### src/rtl/tx_pkt_pkg.sv
// -----------------------------------------------------------------------------
// tx_pkt_pkg
// Shared definitions for the tx_pkt_gen frame source:
//   - state_e     : generator FSM states
//   - PREAMBLE0/1 : the two preamble/SFD words
//   - MIN_LEN, MAX_LEN, MIN_GAP : frame length and gap clamp limits
//   - CRC_POLY, CRC_INIT        : reflected Ethernet CRC-32 constants
//   - clamp_len, clamp_gap, frame_byte : small helpers used by the top level
// -----------------------------------------------------------------------------
package tx_pkt_pkg;

    typedef enum logic [2:0] {
        ST_IDLE,
        ST_PRE0,
        ST_PRE1,
        ST_FRAME,
        ST_GAP
    } state_e;

    localparam logic [31:0] PREAMBLE0 = 32'h5555_5555;
    localparam logic [31:0] PREAMBLE1 = 32'h5555_55D5;

    localparam logic [10:0] MIN_LEN = 11'd64;
    localparam logic [10:0] MAX_LEN = 11'd1518;
    localparam logic [7:0]  MIN_GAP = 8'd3;

    localparam logic [31:0] CRC_POLY = 32'hEDB8_8320;
    localparam logic [31:0] CRC_INIT = 32'hFFFF_FFFF;

    function automatic logic [10:0] clamp_len(input logic [10:0] len);
        if (len < MIN_LEN)      return MIN_LEN;
        else if (len > MAX_LEN) return MAX_LEN;
        else                    return len;
    endfunction

    function automatic logic [7:0] clamp_gap(input logic [7:0] gap);
        return (gap < MIN_GAP) ? MIN_GAP : gap;
    endfunction

    // Content of frame byte b when it is not an FCS byte: DA, SA, EtherType,
    // then the incrementing payload pattern (b-14) mod 256.
    function automatic logic [7:0] frame_byte(input logic [10:0] b,
                                              input logic [47:0] da,
                                              input logic [47:0] sa,
                                              input logic [15:0] etype);
        logic [47:0] tmp;
        logic [2:0]  idx;
        if (b < 11'd6) begin
            tmp = da << {b[2:0], 3'b000};
            return tmp[47:40];
        end else if (b < 11'd12) begin
            idx = 3'(b - 11'd6);
            tmp = sa << {idx, 3'b000};
            return tmp[47:40];
        end else if (b < 11'd14) begin
            return (b == 11'd12) ? etype[15:8] : etype[7:0];
        end else begin
            return 8'(b - 11'd14);
        end
    endfunction

endpackage

### src/rtl/tx_pkt_gen_if.sv
// -----------------------------------------------------------------------------
// tx_pkt_gen_if
// Word stream between the packet generator and the TX gearbox.
//   gen_en      : word-advance strobe from the gearbox
//   int_data_o  : 32-bit word, byte 0 on [31:24]
//   int_valid_o : word valid
//   int_sop_o   : first preamble word
//   int_eop_o   : last frame word
//   int_mod_o   : valid bytes in the eop word modulo 4 (00 = all four)
// master = generator side, slave = gearbox side.
// -----------------------------------------------------------------------------
interface tx_pkt_gen_if;
    logic        gen_en;
    logic [31:0] int_data_o;
    logic        int_valid_o;
    logic        int_sop_o;
    logic        int_eop_o;
    logic [1:0]  int_mod_o;

    modport master (
        input  gen_en,
        output int_data_o, int_valid_o, int_sop_o, int_eop_o, int_mod_o
    );

    modport slave (
        output gen_en,
        input  int_data_o, int_valid_o, int_sop_o, int_eop_o, int_mod_o
    );
endinterface

### src/rtl/crc32_byte_step.sv
// -----------------------------------------------------------------------------
// crc32_byte_step
// Combinational single-byte update of a reflected CRC-32 register
// (polynomial CRC_POLY). Only exists when TX_GEN_FCS_EN is defined.
//   crc_i  : current CRC register
//   data_i : byte to absorb
//   crc_o  : updated CRC register
// -----------------------------------------------------------------------------
`ifdef TX_GEN_FCS_EN
module crc32_byte_step
    import tx_pkt_pkg::*;
(
    input  logic [31:0] crc_i,
    input  logic [7:0]  data_i,
    output logic [31:0] crc_o
);

    always_comb begin
        logic [31:0] c;
        c = crc_i ^ {24'h0, data_i};
        for (int i = 0; i < 8; i++) begin
            c = c[0] ? ((c >> 1) ^ CRC_POLY) : (c >> 1);
        end
        crc_o = c;
    end

endmodule
`endif

### src/rtl/tx_pkt_gen.sv
// -----------------------------------------------------------------------------
// tx_pkt_gen
// Ethernet frame source for the TX gearbox. Emits preamble/SFD, DA, SA,
// EtherType, incrementing payload and FCS as 32-bit words, advancing exactly
// one word per gen_en pulse and holding all outputs between pulses.
//
// Ports:
//   clk, rst      : clock, synchronous active-high reset
//   start / stop  : arm generation (IDLE only) / finish after current frame+gap
//   cfg_da/sa     : MAC addresses          cfg_type : EtherType
//   cfg_len       : frame bytes DA..FCS    cfg_gap  : idle words after frame
//   cfg_pkt_num   : frames to send, 0 = continuous
//   gen_if        : word stream (tx_pkt_gen_if.master)
//   busy          : not IDLE               pkt_cnt  : frames completed
//
// Build option TX_GEN_FCS_EN: when defined, the last four frame bytes carry the
// Ethernet CRC-32; otherwise they continue the payload pattern.
// -----------------------------------------------------------------------------
module tx_pkt_gen
    import tx_pkt_pkg::*;
(
    input  logic                clk,
    input  logic                rst,
    input  logic                start,
    input  logic                stop,
    input  logic [47:0]         cfg_da,
    input  logic [47:0]         cfg_sa,
    input  logic [15:0]         cfg_type,
    input  logic [10:0]         cfg_len,
    input  logic [7:0]          cfg_gap,
    input  logic [15:0]         cfg_pkt_num,
    tx_pkt_gen_if.master        gen_if,
    output logic                busy,
    output logic [15:0]         pkt_cnt
);

    state_e      state_q;
    logic        start_q, stop_q;
    logic [31:0] data_q;
    logic        valid_q, sop_q, eop_q;
    logic [1:0]  mod_q;
    logic [15:0] pkt_cnt_q;
    logic [8:0]  word_q;
    logic [7:0]  gap_cnt_q;

    // Per-frame configuration snapshot
    logic [47:0] da_q, sa_q;
    logic [15:0] type_q;
    logic [10:0] len_q;
    logic [7:0]  gap_q;
    logic [15:0] pkt_num_q;

    logic        armed, gap_last, finish, pre0_go;
    logic [8:0]  last_word, word_idx_d;
    logic [10:0] lane_b    [4];
    logic [7:0]  lane_byte [4];
    logic [3:0]  lane_frame;
    logic [31:0] word_data_d;

    assign armed     = start_q | start;
    assign gap_last  = (gap_cnt_q == gap_q);
    assign finish    = stop_q | stop |
                       ((pkt_num_q != 16'd0) && ((pkt_cnt_q + 16'd1) == pkt_num_q));
    assign pre0_go   = ((state_q == ST_IDLE) && armed) ||
                       ((state_q == ST_GAP) && gap_last && !finish);
    assign last_word = 9'((len_q - 11'd1) >> 2);

    // Word index and byte lanes of the word the next gen_en will emit.
    always_comb begin
        // NOTE: every combinational output gets a default first so no path infers a latch.
        word_idx_d = (state_q == ST_PRE1) ? 9'd0 : word_q + 9'd1;
        lane_frame = '0;
        for (int k = 0; k < 4; k++) begin
            lane_b[k]     = {word_idx_d, 2'b00} + 11'(k);
            lane_frame[k] = lane_b[k] < len_q;
            lane_byte[k]  = frame_byte(lane_b[k], da_q, sa_q, type_q);
        end
    end

`ifdef TX_GEN_FCS_EN
    logic [31:0] crc_q;
    logic [31:0] crc_base, crc_word, fcs_word;
    logic [3:0]  lane_data;

    assign crc_base = (state_q == ST_PRE1) ? CRC_INIT : crc_q;

    always_comb begin
        lane_data = '0;
        for (int k = 0; k < 4; k++) begin
            lane_data[k] = lane_b[k] < (len_q - 11'd4);
        end
    end

    // Four cascaded byte steps; lanes past the covered range pass the CRC
    // through, so a word straddling payload and FCS sees the final CRC.
    for (genvar k = 0; k < 4; k++) begin : g_crc
        logic [31:0] c_in, c_step, c_out;
        if (k == 0) begin : g_first
            assign c_in = crc_base;
        end else begin : g_next
            assign c_in = g_crc[k-1].c_out;
        end
        crc32_byte_step u_step (
            .crc_i  (c_in),
            .data_i (lane_byte[k]),
            .crc_o  (c_step)
        );
        assign c_out = lane_data[k] ? c_step : c_in;
    end

    assign crc_word = g_crc[3].c_out;
    assign fcs_word = ~crc_word;

    always_comb begin
        logic [1:0] sel;
        word_data_d = '0;
        for (int k = 0; k < 4; k++) begin
            // FCS bytes go out LSB first; (b - len) mod 4 is the FCS byte index.
            sel = 2'(lane_b[k] - len_q);
            if (lane_frame[k]) begin
                word_data_d[31-8*k -: 8] = lane_data[k] ? lane_byte[k]
                                                        : 8'(fcs_word >> {sel, 3'b000});
            end
        end
    end
`else
    always_comb begin
        word_data_d = '0;
        for (int k = 0; k < 4; k++) begin
            if (lane_frame[k]) word_data_d[31-8*k -: 8] = lane_byte[k];
        end
    end
`endif

    always_ff @(posedge clk) begin
        if (rst) begin
            state_q   <= ST_IDLE;
            start_q   <= 1'b0;
            stop_q    <= 1'b0;
            data_q    <= '0;
            valid_q   <= 1'b0;
            sop_q     <= 1'b0;
            eop_q     <= 1'b0;
            mod_q     <= '0;
            pkt_cnt_q <= '0;
            word_q    <= '0;
            gap_cnt_q <= '0;
            da_q      <= '0;
            sa_q      <= '0;
            type_q    <= '0;
            len_q     <= MIN_LEN;
            gap_q     <= MIN_GAP;
            pkt_num_q <= '0;
`ifdef TX_GEN_FCS_EN
            crc_q     <= CRC_INIT;
`endif
        end else begin
            // NOTE: non-blocking assignments so every register sees pre-edge values.
            if ((state_q == ST_IDLE) && start) start_q <= 1'b1;
            if ((state_q != ST_IDLE) && stop)  stop_q  <= 1'b1;

            if (gen_if.gen_en) begin
                unique case (state_q)
                    ST_IDLE: begin
                        if (armed) begin
                            pkt_cnt_q <= '0;
                            start_q   <= 1'b0;
                        end
                    end
                    ST_PRE0: begin
                        state_q <= ST_PRE1;
                        data_q  <= PREAMBLE1;
                        sop_q   <= 1'b0;
                    end
                    ST_PRE1, ST_FRAME: begin
                        if ((state_q == ST_FRAME) && (word_q == last_word)) begin
                            state_q   <= ST_GAP;
                            data_q    <= '0;
                            valid_q   <= 1'b0;
                            eop_q     <= 1'b0;
                            mod_q     <= '0;
                            gap_cnt_q <= 8'd1;
                        end else begin
                            state_q <= ST_FRAME;
                            word_q  <= word_idx_d;
                            data_q  <= word_data_d;
                            valid_q <= 1'b1;
                            eop_q   <= (word_idx_d == last_word);
                            mod_q   <= (word_idx_d == last_word) ? len_q[1:0] : 2'b00;
`ifdef TX_GEN_FCS_EN
                            crc_q   <= crc_word;
`endif
                        end
                    end
                    ST_GAP: begin
                        if (gap_last) begin
                            pkt_cnt_q <= pkt_cnt_q + 16'd1;
                            if (finish) begin
                                state_q <= ST_IDLE;
                                stop_q  <= 1'b0;
                            end
                        end else begin
                            gap_cnt_q <= gap_cnt_q + 8'd1;
                        end
                    end
                    default: state_q <= ST_IDLE;
                endcase

                // Start of a new frame: snapshot the configuration and emit PRE0.
                if (pre0_go) begin
                    state_q   <= ST_PRE0;
                    data_q    <= PREAMBLE0;
                    valid_q   <= 1'b1;
                    sop_q     <= 1'b1;
                    eop_q     <= 1'b0;
                    mod_q     <= '0;
                    da_q      <= cfg_da;
                    sa_q      <= cfg_sa;
                    type_q    <= cfg_type;
                    len_q     <= clamp_len(cfg_len);
                    gap_q     <= clamp_gap(cfg_gap);
                    pkt_num_q <= cfg_pkt_num;
                end
            end
        end
    end

    assign gen_if.int_data_o  = data_q;
    assign gen_if.int_valid_o = valid_q;
    assign gen_if.int_sop_o   = sop_q;
    assign gen_if.int_eop_o   = eop_q;
    assign gen_if.int_mod_o   = mod_q;
    assign busy               = (state_q != ST_IDLE);
    assign pkt_cnt            = pkt_cnt_q;

endmodule

### src/flat_wrapper.sv
// flat-port wrapper written by rule: the top's interface ports become plain ports
module tx_pkt_gen_flat import tx_pkt_pkg::*;
  (clk, rst, start, stop, cfg_da, cfg_sa, cfg_type, cfg_len, cfg_gap, cfg_pkt_num, busy, pkt_cnt, gen_if_gen_en, gen_if_int_data_o, gen_if_int_valid_o, gen_if_int_sop_o, gen_if_int_eop_o, gen_if_int_mod_o);
  tx_pkt_gen_if gen_if_i ();
  input  logic clk;
  input  logic rst;
  input  logic start;
  input  logic stop;
  input  logic [47:0] cfg_da;
  input  logic [47:0] cfg_sa;
  input  logic [15:0] cfg_type;
  input  logic [10:0] cfg_len;
  input  logic [7:0] cfg_gap;
  input  logic [15:0] cfg_pkt_num;
  output logic busy;
  output logic [15:0] pkt_cnt;
  input wire logic [$bits(gen_if_i.gen_en)-1:0] gen_if_gen_en;
  output wire logic [$bits(gen_if_i.int_data_o)-1:0] gen_if_int_data_o;
  output wire logic [$bits(gen_if_i.int_valid_o)-1:0] gen_if_int_valid_o;
  output wire logic [$bits(gen_if_i.int_sop_o)-1:0] gen_if_int_sop_o;
  output wire logic [$bits(gen_if_i.int_eop_o)-1:0] gen_if_int_eop_o;
  output wire logic [$bits(gen_if_i.int_mod_o)-1:0] gen_if_int_mod_o;
  assign gen_if_i.gen_en = gen_if_gen_en;
  assign gen_if_int_data_o = gen_if_i.int_data_o;
  assign gen_if_int_valid_o = gen_if_i.int_valid_o;
  assign gen_if_int_sop_o = gen_if_i.int_sop_o;
  assign gen_if_int_eop_o = gen_if_i.int_eop_o;
  assign gen_if_int_mod_o = gen_if_i.int_mod_o;
  tx_pkt_gen u_core (.clk(clk), .rst(rst), .start(start), .stop(stop), .cfg_da(cfg_da), .cfg_sa(cfg_sa), .cfg_type(cfg_type), .cfg_len(cfg_len), .cfg_gap(cfg_gap), .cfg_pkt_num(cfg_pkt_num), .gen_if(gen_if_i), .busy(busy), .pkt_cnt(pkt_cnt));
endmodule
### config.mk
export PLATFORM = sky130hd
export DESIGN_NAME = tx_pkt_gen_flat
export DESIGN_NICKNAME = d
export VERILOG_FILES = /design/src/rtl/tx_pkt_pkg.sv /design/src/rtl/tx_pkt_gen_if.sv /design/src/rtl/crc32_byte_step.sv /design/src/rtl/tx_pkt_gen.sv /design/src/flat_wrapper.sv
export SDC_FILE = /design/constraint.sdc
export NUM_CORES = 1
export LEC_CHECK = 0
export BUFFER_PORTS_ARGS = -buffer_cell sky130_fd_sc_hd__buf_4
export CORE_MARGIN = 3
export CORE_UTILIZATION = 30
export CTS_CLUSTER_DIAMETER = 150
export DETAILED_ROUTE_END_ITERATION = 10
export PLACE_DENSITY_LB_ADDON = 0.15
export SETUP_SLACK_MARGIN = 0.05
export SLEW_MARGIN = 20
export SYNTH_ARGS = -nofsm -noshare
export SYNTH_HDL_FRONTEND = slang
export SYNTH_SLANG_ARGS = --single-unit
### constraint.sdc
create_clock -name clk -period 5 [get_ports clk]
set_input_delay 0.25 -clock clk [delete_from_list [all_inputs] [get_ports clk]]
set_output_delay 0.25 -clock clk [all_outputs]
set_load 0.02 [all_outputs]
* Word level (Yosys, flattened, before mapping)
Index checks and enable logic that the tools add are counted.
Storage, ports and cells: register bits after elaboration 222, logic and storage cells 167
Operators by class: add/sub/neg operators 15, reduce and logical (&&, ||, !) cells 26, bitwise operators 4, shift operators 8, equal/unequal tests 19, muxes and demuxes 59, magnitude comparators 19
Operators with widths (number):
- $shl 48x6->48 | 8
- $mux 8 | 23
- $lt 11x4->1 const B | 8
- $mux 32 | 2
- $pmux 32 s2 | 1
- $lt 11x11->1 | 4
- $lt 11x3->1 const B | 4
- $eq 11x4->1 const B | 3
- $mux 16 | 2
- $pmux 16 s2 | 1
- $sub 8x4->8 const B | 4
- $add 11x2->11 const B | 2
- $mux 11 | 2
- $eq 9x9->1 | 2
- $mux 1 | 17
- $add 16x1->16 const B | 1
- $eq 16x16->1 | 1
- $pmux 8 s2 | 1
- $reduce_bool 16->1 | 1
- $mux 3 | 4
- $pmux 3 s4 | 1
- $reduce_and 4->1 | 3
- $sub 3x3->3 const B | 4
- $add 11x1->11 const B | 1
- other kinds (27) | 50

* Logic depth before layout (Yosys ltp)
word-level depth 12, mapped depth 14, mapped depth without buffers 14

* Worst setup path before layout
OpenSTA, ideal clock, no wires.
path kind register to register, start register u_core.word_q[0], end register u_core.data_q[26] (netlist: u_core.gen_if.int_data_o[26]), library setup time 119 ps, stages on the path, launching flop included 14, required time 4881 ps, arrival 3149 ps, clock period less this slack 3268 ps, slack 1732 ps, cell sequence dfxtp_1 ha_1 nand2_1 inv_1 clkbuf_1 clkbuf_1 ha_1 nand2_1 or4_1 clkbuf_1 mux2i_1 o21ai_0 a221o_1 o221a_2
On the way: longest elaborated chain between the ends 11
RTL lines:
- start: declaration | RTL line tx_pkt_gen.sv:43 | logic [8:0] word_q;
- start signal: assignment | RTL line tx_pkt_gen.sv:185 | word_q <= word_idx_d;
- parallel branches: the longest is 8 deep, another holds $add 9x1->9
- $mux 32 * | RTL line tx_pkt_gen.sv:176 | if ((state_q == ST_FRAME) && (word_q == last_word)) begin
- $pmux 32 s2 * | RTL line tx_pkt_gen.sv:163 | unique case (state_q)
- $mux 32 * | RTL line tx_pkt_gen.sv:210 | if (pre0_go) begin
- end signal: assignment | RTL line tx_pkt_gen.sv:186 | data_q <= word_data_d;
- end: declaration | RTL line tx_pkt_gen.sv:39 | logic [31:0] data_q;
Every way passes the cells marked *. A chain may end at the register's enable or synchronous reset.

* Worst setup path after layout
start register u_core.pkt_cnt_q[0] (netlist: u_core.pkt_cnt[0]), end register u_core.sa_q[41]
On the way: longest elaborated chain between the ends 8
RTL lines:
- start: declaration | RTL line tx_pkt_gen.sv:42 | logic [15:0] pkt_cnt_q;
- start signal: assignment | RTL line tx_pkt_gen.sv:197 | pkt_cnt_q <= pkt_cnt_q + 16'd1;
- $add 16x1->16 | RTL line tx_pkt_gen.sv:63 | ((pkt_num_q != 16'd0) && ((pkt_cnt_q + 16'd1) == pkt_num_q));
- $eq 16x16->1 | RTL line tx_pkt_gen.sv:63
- $logic_and 1x1->1 | RTL line tx_pkt_gen.sv:63
- $or 1x1->1 | RTL line tx_pkt_gen.sv:62 | assign finish = stop_q | stop |
- $logic_not 1->1 | RTL line tx_pkt_gen.sv:65 | ((state_q == ST_GAP) && gap_last && !finish);
- $logic_and 1x1->1 | RTL line tx_pkt_gen.sv:65
- $logic_or 1x1->1 | RTL line tx_pkt_gen.sv:64 | assign pre0_go = ((state_q == ST_IDLE) && armed) ||
- $reduce_and 2->1 (no line)
- end signal: assignment | RTL line tx_pkt_gen.sv:218 | sa_q <= cfg_sa;
- end: declaration | RTL line tx_pkt_gen.sv:47 | logic [47:0] da_q, sa_q;
No other way between the ends.

==> Flow_metrics.wiki <==
{| class="wikitable"
! Metric !! Value
|-
| Status || completed
|-
| Post-layout min period || between 3000 and 4000 ps
|-
| Count of input and output buffers || approximately 200
|-
| Final Hold Violating Endpoints || 0
|-
| Count of buffer and inverter cells on the critical path || 1
|-
| Synth-to-layout area growth || 33.7%
|-
| Top cells by area, synth || sky130_fd_sc_hd__dfxtp_1 37%, sky130_fd_sc_hd__a21oi_1 9.1%, sky130_fd_sc_hd__o21ai_0 8.2%
|-
| Detail-routed via count per cell || 5.42
|-
| Worst hold path depth || 3
|-
| Unrepaired setup endpoints after global routing || false
|-
| Cell count along the critical path || 10
|-
| Total congestion overflow || 0
|-
| Reg clk slew, reported paths || 60 ps
|-
| Top Family by Delay on Critical Path || simple AND/OR/NAND/NOR gates
|-
| Power density normalized to cell area || 293 mW/mm2
|-
| Busiest grt layer || met2
|-
| Total routing resource utilization after global routing || 21.1%
|-
| Net count, final || 1,969
|-
| Drt total wl || 46,000 um
|-
| Vias in the first global route || 12,300
|-
| First-pass GRT wire length || 71,100 um
|-
| Share of synthesized flip-flops with an asynchronous set or reset || 0%
|-
| Core occupancy in the finished layout || 41.0%
|-
| Met1 usage in global routing || 30.4%
|-
| Highest achievable clock rate || between 0.2 and 0.3 GHz
|-
| Grt met2 use || 33.3%
|-
| Area share of the largest cell type after synthesis || 37.2%
|-
| Final antenna diode count || 0
|-
| Post-synthesis net count || 1,720
|-
| Maximum number of pins on one net before global-route repair || approximately 140
|-
| Number of pins exceeding their max-slew limit in the final report || 0
|-
| Instance count of the mapped netlist || roughly 1,600
|-
| Share of synthesized area occupied by flip-flops and latches || 37.2%
|-
| Number of enable flip-flop cells after synthesis || 0
|-
| TritonCTS clock tree || built
|-
| Sort of element at the start of the critical path || flop
|-
| Slew Limit Headroom || between 30 and 40%
|-
| Number of antenna violations at the first check in global routing || 0
|-
| Design area || around 0.016 mm2
|-
| Sum of negative setup slack || 0 ps
|-
| Clock tree root buffer cell || sky130_fd_sc_hd__clkbuf_16
|-
| Post-synthesis cell type with the largest combined area || sky130_fd_sc_hd__dfxtp_1
|-
| Top_reg_cell synth || sky130_fd_sc_hd__dfxtp_1
|-
| Category of the most critical setup path || reg2reg
|-
| Peak VDD IR || 0.000269 V
|-
| Logic depth of the worst register-to-register path || 10
|-
| Post-synthesis cell type count || 81
|-
| Sort of element at the end of the critical path || flop
|-
| Fraction of layout cells with a size suffix above 1 || roughly 17%
|-
| Vertical die dimension || 206 um
|-
| Critical-path maximum fanout || between 100 and 150
|-
| Overall die area || ~0.042 mm2
|-
| Pleak || roughly 0.0061 uW
|-
| Floorplan die width || between 200 and 250 um
|-
| Cell breakdown of the critical path || ha_1 > nand4_1 > or4_1 > xnor2_1 > o311a_1 > a21oi_1 > a21bo_4 > buf_12 > nand3_1 > a21oi_1
|-
| Cell type of the slowest stage on the worst timing path || sky130_fd_sc_hd__or4_1
|-
| DP Area || 0.0139 mm2
|-
| I/O pin cnt || 206
|-
| CTS HTree Levels || 1
|-
| Global placement routability congestion || around 0.87
|-
| Cell with the most instances on the worst path || sky130_fd_sc_hd__a21oi_1
|-
| Insertion delay to the later sink of the worst-skew pair || 560 ps
|-
| Post-DP HPWL || 31,900 um
|-
| Total setup violations reported at the end of the flow || 0
|-
| Maximum cell stage delay along the critical path || 650 ps
|-
| Number of gates given a new drive strength after cts || 0
|-
| Number of antenna-violating nets in the routed design || 0
|-
| Total core area || 0.0390 mm2
|-
| Detailed Route Iter0 Violations || 1,044
|-
| Slew @ Worst Pin || 1040 ps
|-
| Critical path data required time || 5480 ps
|-
| Fill cell total of the finished layout || 4,017
|-
| Fraction of met3 tracks used by global routing || 2.99%
|-
| Number of sinks handled by clock tree synthesis || roughly 220
|-
| Ratio of final minimum period to clock period || 78.9%
|-
| Max-cap viol count || 0
|-
| Floorplan row count || 72
|-
| Register area || between 0.004 and 0.005 mm2
|-
| Number of standard cells in the final layout excluding fillers || ~2,300
|-
| Worst-case clock buffer depth || 3
|-
| Multi-input logic area || slightly below 0.007 mm2
|-
| Number of flip-flops and latches in the synthesized netlist || ~220
|-
| Post-route clock skew || 21.9 ps
|-
| Placed cell count || 2,165
|-
| Yosys warnings || 0
|-
| Number of vias after detailed routing || 12,700
|-
| Syn Std Cell Area || 0.0120 mm2
|-
| Final routed DRC violation total || 0
|-
| Arrival time at the worst endpoint || between 4000 and 5000 ps
|-
| Detailed Routing Iterations Pass 1 || 5
|-
| Class of the worst hold path || in2reg
|-
| Syn avg cell area || 7.71 um2
|-
| TritonCTS Buffers || 28
|-
| Average wire per standard cell || approximately 20 um
|-
| Initial core utilization || 30.7%
|}
## cell usage after synthesis, drive strengths merged (6+ instances only)
cell and number:
a21o 12, nor2 75, ha 16, nand2 105, nor3 26, nand3 168
clkbuf 106, a221oi 7, nor2b 19, a22oi 8, a211oi 12, a21oi 219
or4 8, a31oi 8, or3 17, inv 34, nor4 18, mux2 6
buf 35, o21ai 200, nand4 26, nand3b 6, xor2 21, a22o 7
and4 9, mux2i 26, o211a 7, a32o 6, xnor2 30, dfxtp 222
## path summary, 6_finish.rpt
kind / slack, ps / startpoint / to
setup / recovery: 1050 / u_core.pkt_cnt[0] / u_core.sa_q[41]
hold / removal: 10 / cfg_type[1] / u_core.type_q[1]
setup reg to reg: 1050 / u_core.pkt_cnt[0] / u_core.sa_q[41]
hold reg to reg: 450 / u_core.gen_if.int_sop_o / u_core.gen_if.int_sop_o
## where the power goes
group | switching [uW] | total (uW) | internal [uW]
clock | 789 | 1970 | 1180
sequential | 80.7 | 1940 | 1860
combinational | 423 | 774 | 351
total | 1290 | 4680 | 3390
## cell families after synthesis
| logic type | after synthesis | synth area share, % |
|---|---|---|
| AO/OA/AOI/OAI | 552 | 27.0 |
| XOR/XNOR | 51 | 3.73 |
| adder cells (fa/ha/maj) | 16 | 1.67 |
| buffers and inverters | 176 | 5.95 |
| flip-flops | 222 | 37.2 |
| multiplexers | 32 | 2.74 |
| AND/OR/NAND/NOR | 503 | 21.7 |
## tightest hold or removal path, delay by kind of cell
kind / cells / cell delay (ps)
buffers and inverters: 1 / 100
AO/OA/AOI/OAI: 2 / 160
## flip-flops by register name, summed over array words and instances, names as in the netlist
signal	flops
u_core.len_q	11
u_core.pkt_num_q	16
u_core.stop_q	1
u_core.gen_if.int_sop_o	1
u_core.pkt_cnt	16
u_core.gen_if.int_data_o	32
u_core.word_q	9
u_core.start_q	1
u_core.gap_cnt_q	8
u_core.da_q	48
u_core.gap_q	8
u_core.gen_if.int_eop_o	1
u_core.gen_if.int_mod_o	2
u_core.type_q	16
u_core.gen_if.int_valid_o	1
u_core.sa_q	48
u_core.state_q	3
## layout make-up
class | count | share of cell area (%)
repair buffers | 360 | 19.1
inverters | 35 | 0.829
clock buffers | 42 | 5.41
multi-input cells | 1154 | 42.7
well taps | 518 | 4.05
clock inverters | 4 | 0.172
flip-flops and latches | 222 | 27.8
## layer usage
layer | wire length [um] | share of wire [%]
met1 | 22100 | 48
met2 | 20400 | 44
met3 | 2580 | 5.6
met4 | 967 | 2.1
met5 | 0 | 0
## repair_timing
| action | 4_1_cts | 5_1_grt |
|---|---|---|
| buffers inserted | 0 | 0 |
| endpoints found under the setup margin | 0 | 0 |
| hold endpoints to repair | 124 | 0 |
| hold buffers | 124 | 0 |
## metrics by stage
step / hold WS, ps / setup slack, ps / power, uW
2_1_floorplan: 390 / 1730 / 2380
3_3_place_gp: 443 / 1220 / 2670
3_5_place_dp: 450 / 1120 / 2670
4_1_cts: 0.141 / 1110 / 4720
5_1_grt: 14.9 / 788 / 4880
6_report: 13.6 / 1050 / 4680
## placed cells by master, fill, tap and decap left out, drive strengths merged, types with 8 or more instances in the layout
master,Yosys,final
nand3,168,168
inv,34,34
xnor2,30,30
xor2,21,21
nand4,26,26
nor3,26,26
mux2i,26,26
o21ai,200,200
buf,35,236
a211oi,12,12
a31oi,8,8
nor4,18,18
nor2,75,75
ha,16,16
nand2,105,105
dfxtp,222,222
a21o,12,12
a22oi,8,8
dlygate4sd3,0,124
or3,17,17
and4,9,9
clkbuf,106,42
or4,8,8
nor2b,19,19
a21oi,219,219
Note: power is estimated with default switching activity, not from simulation.
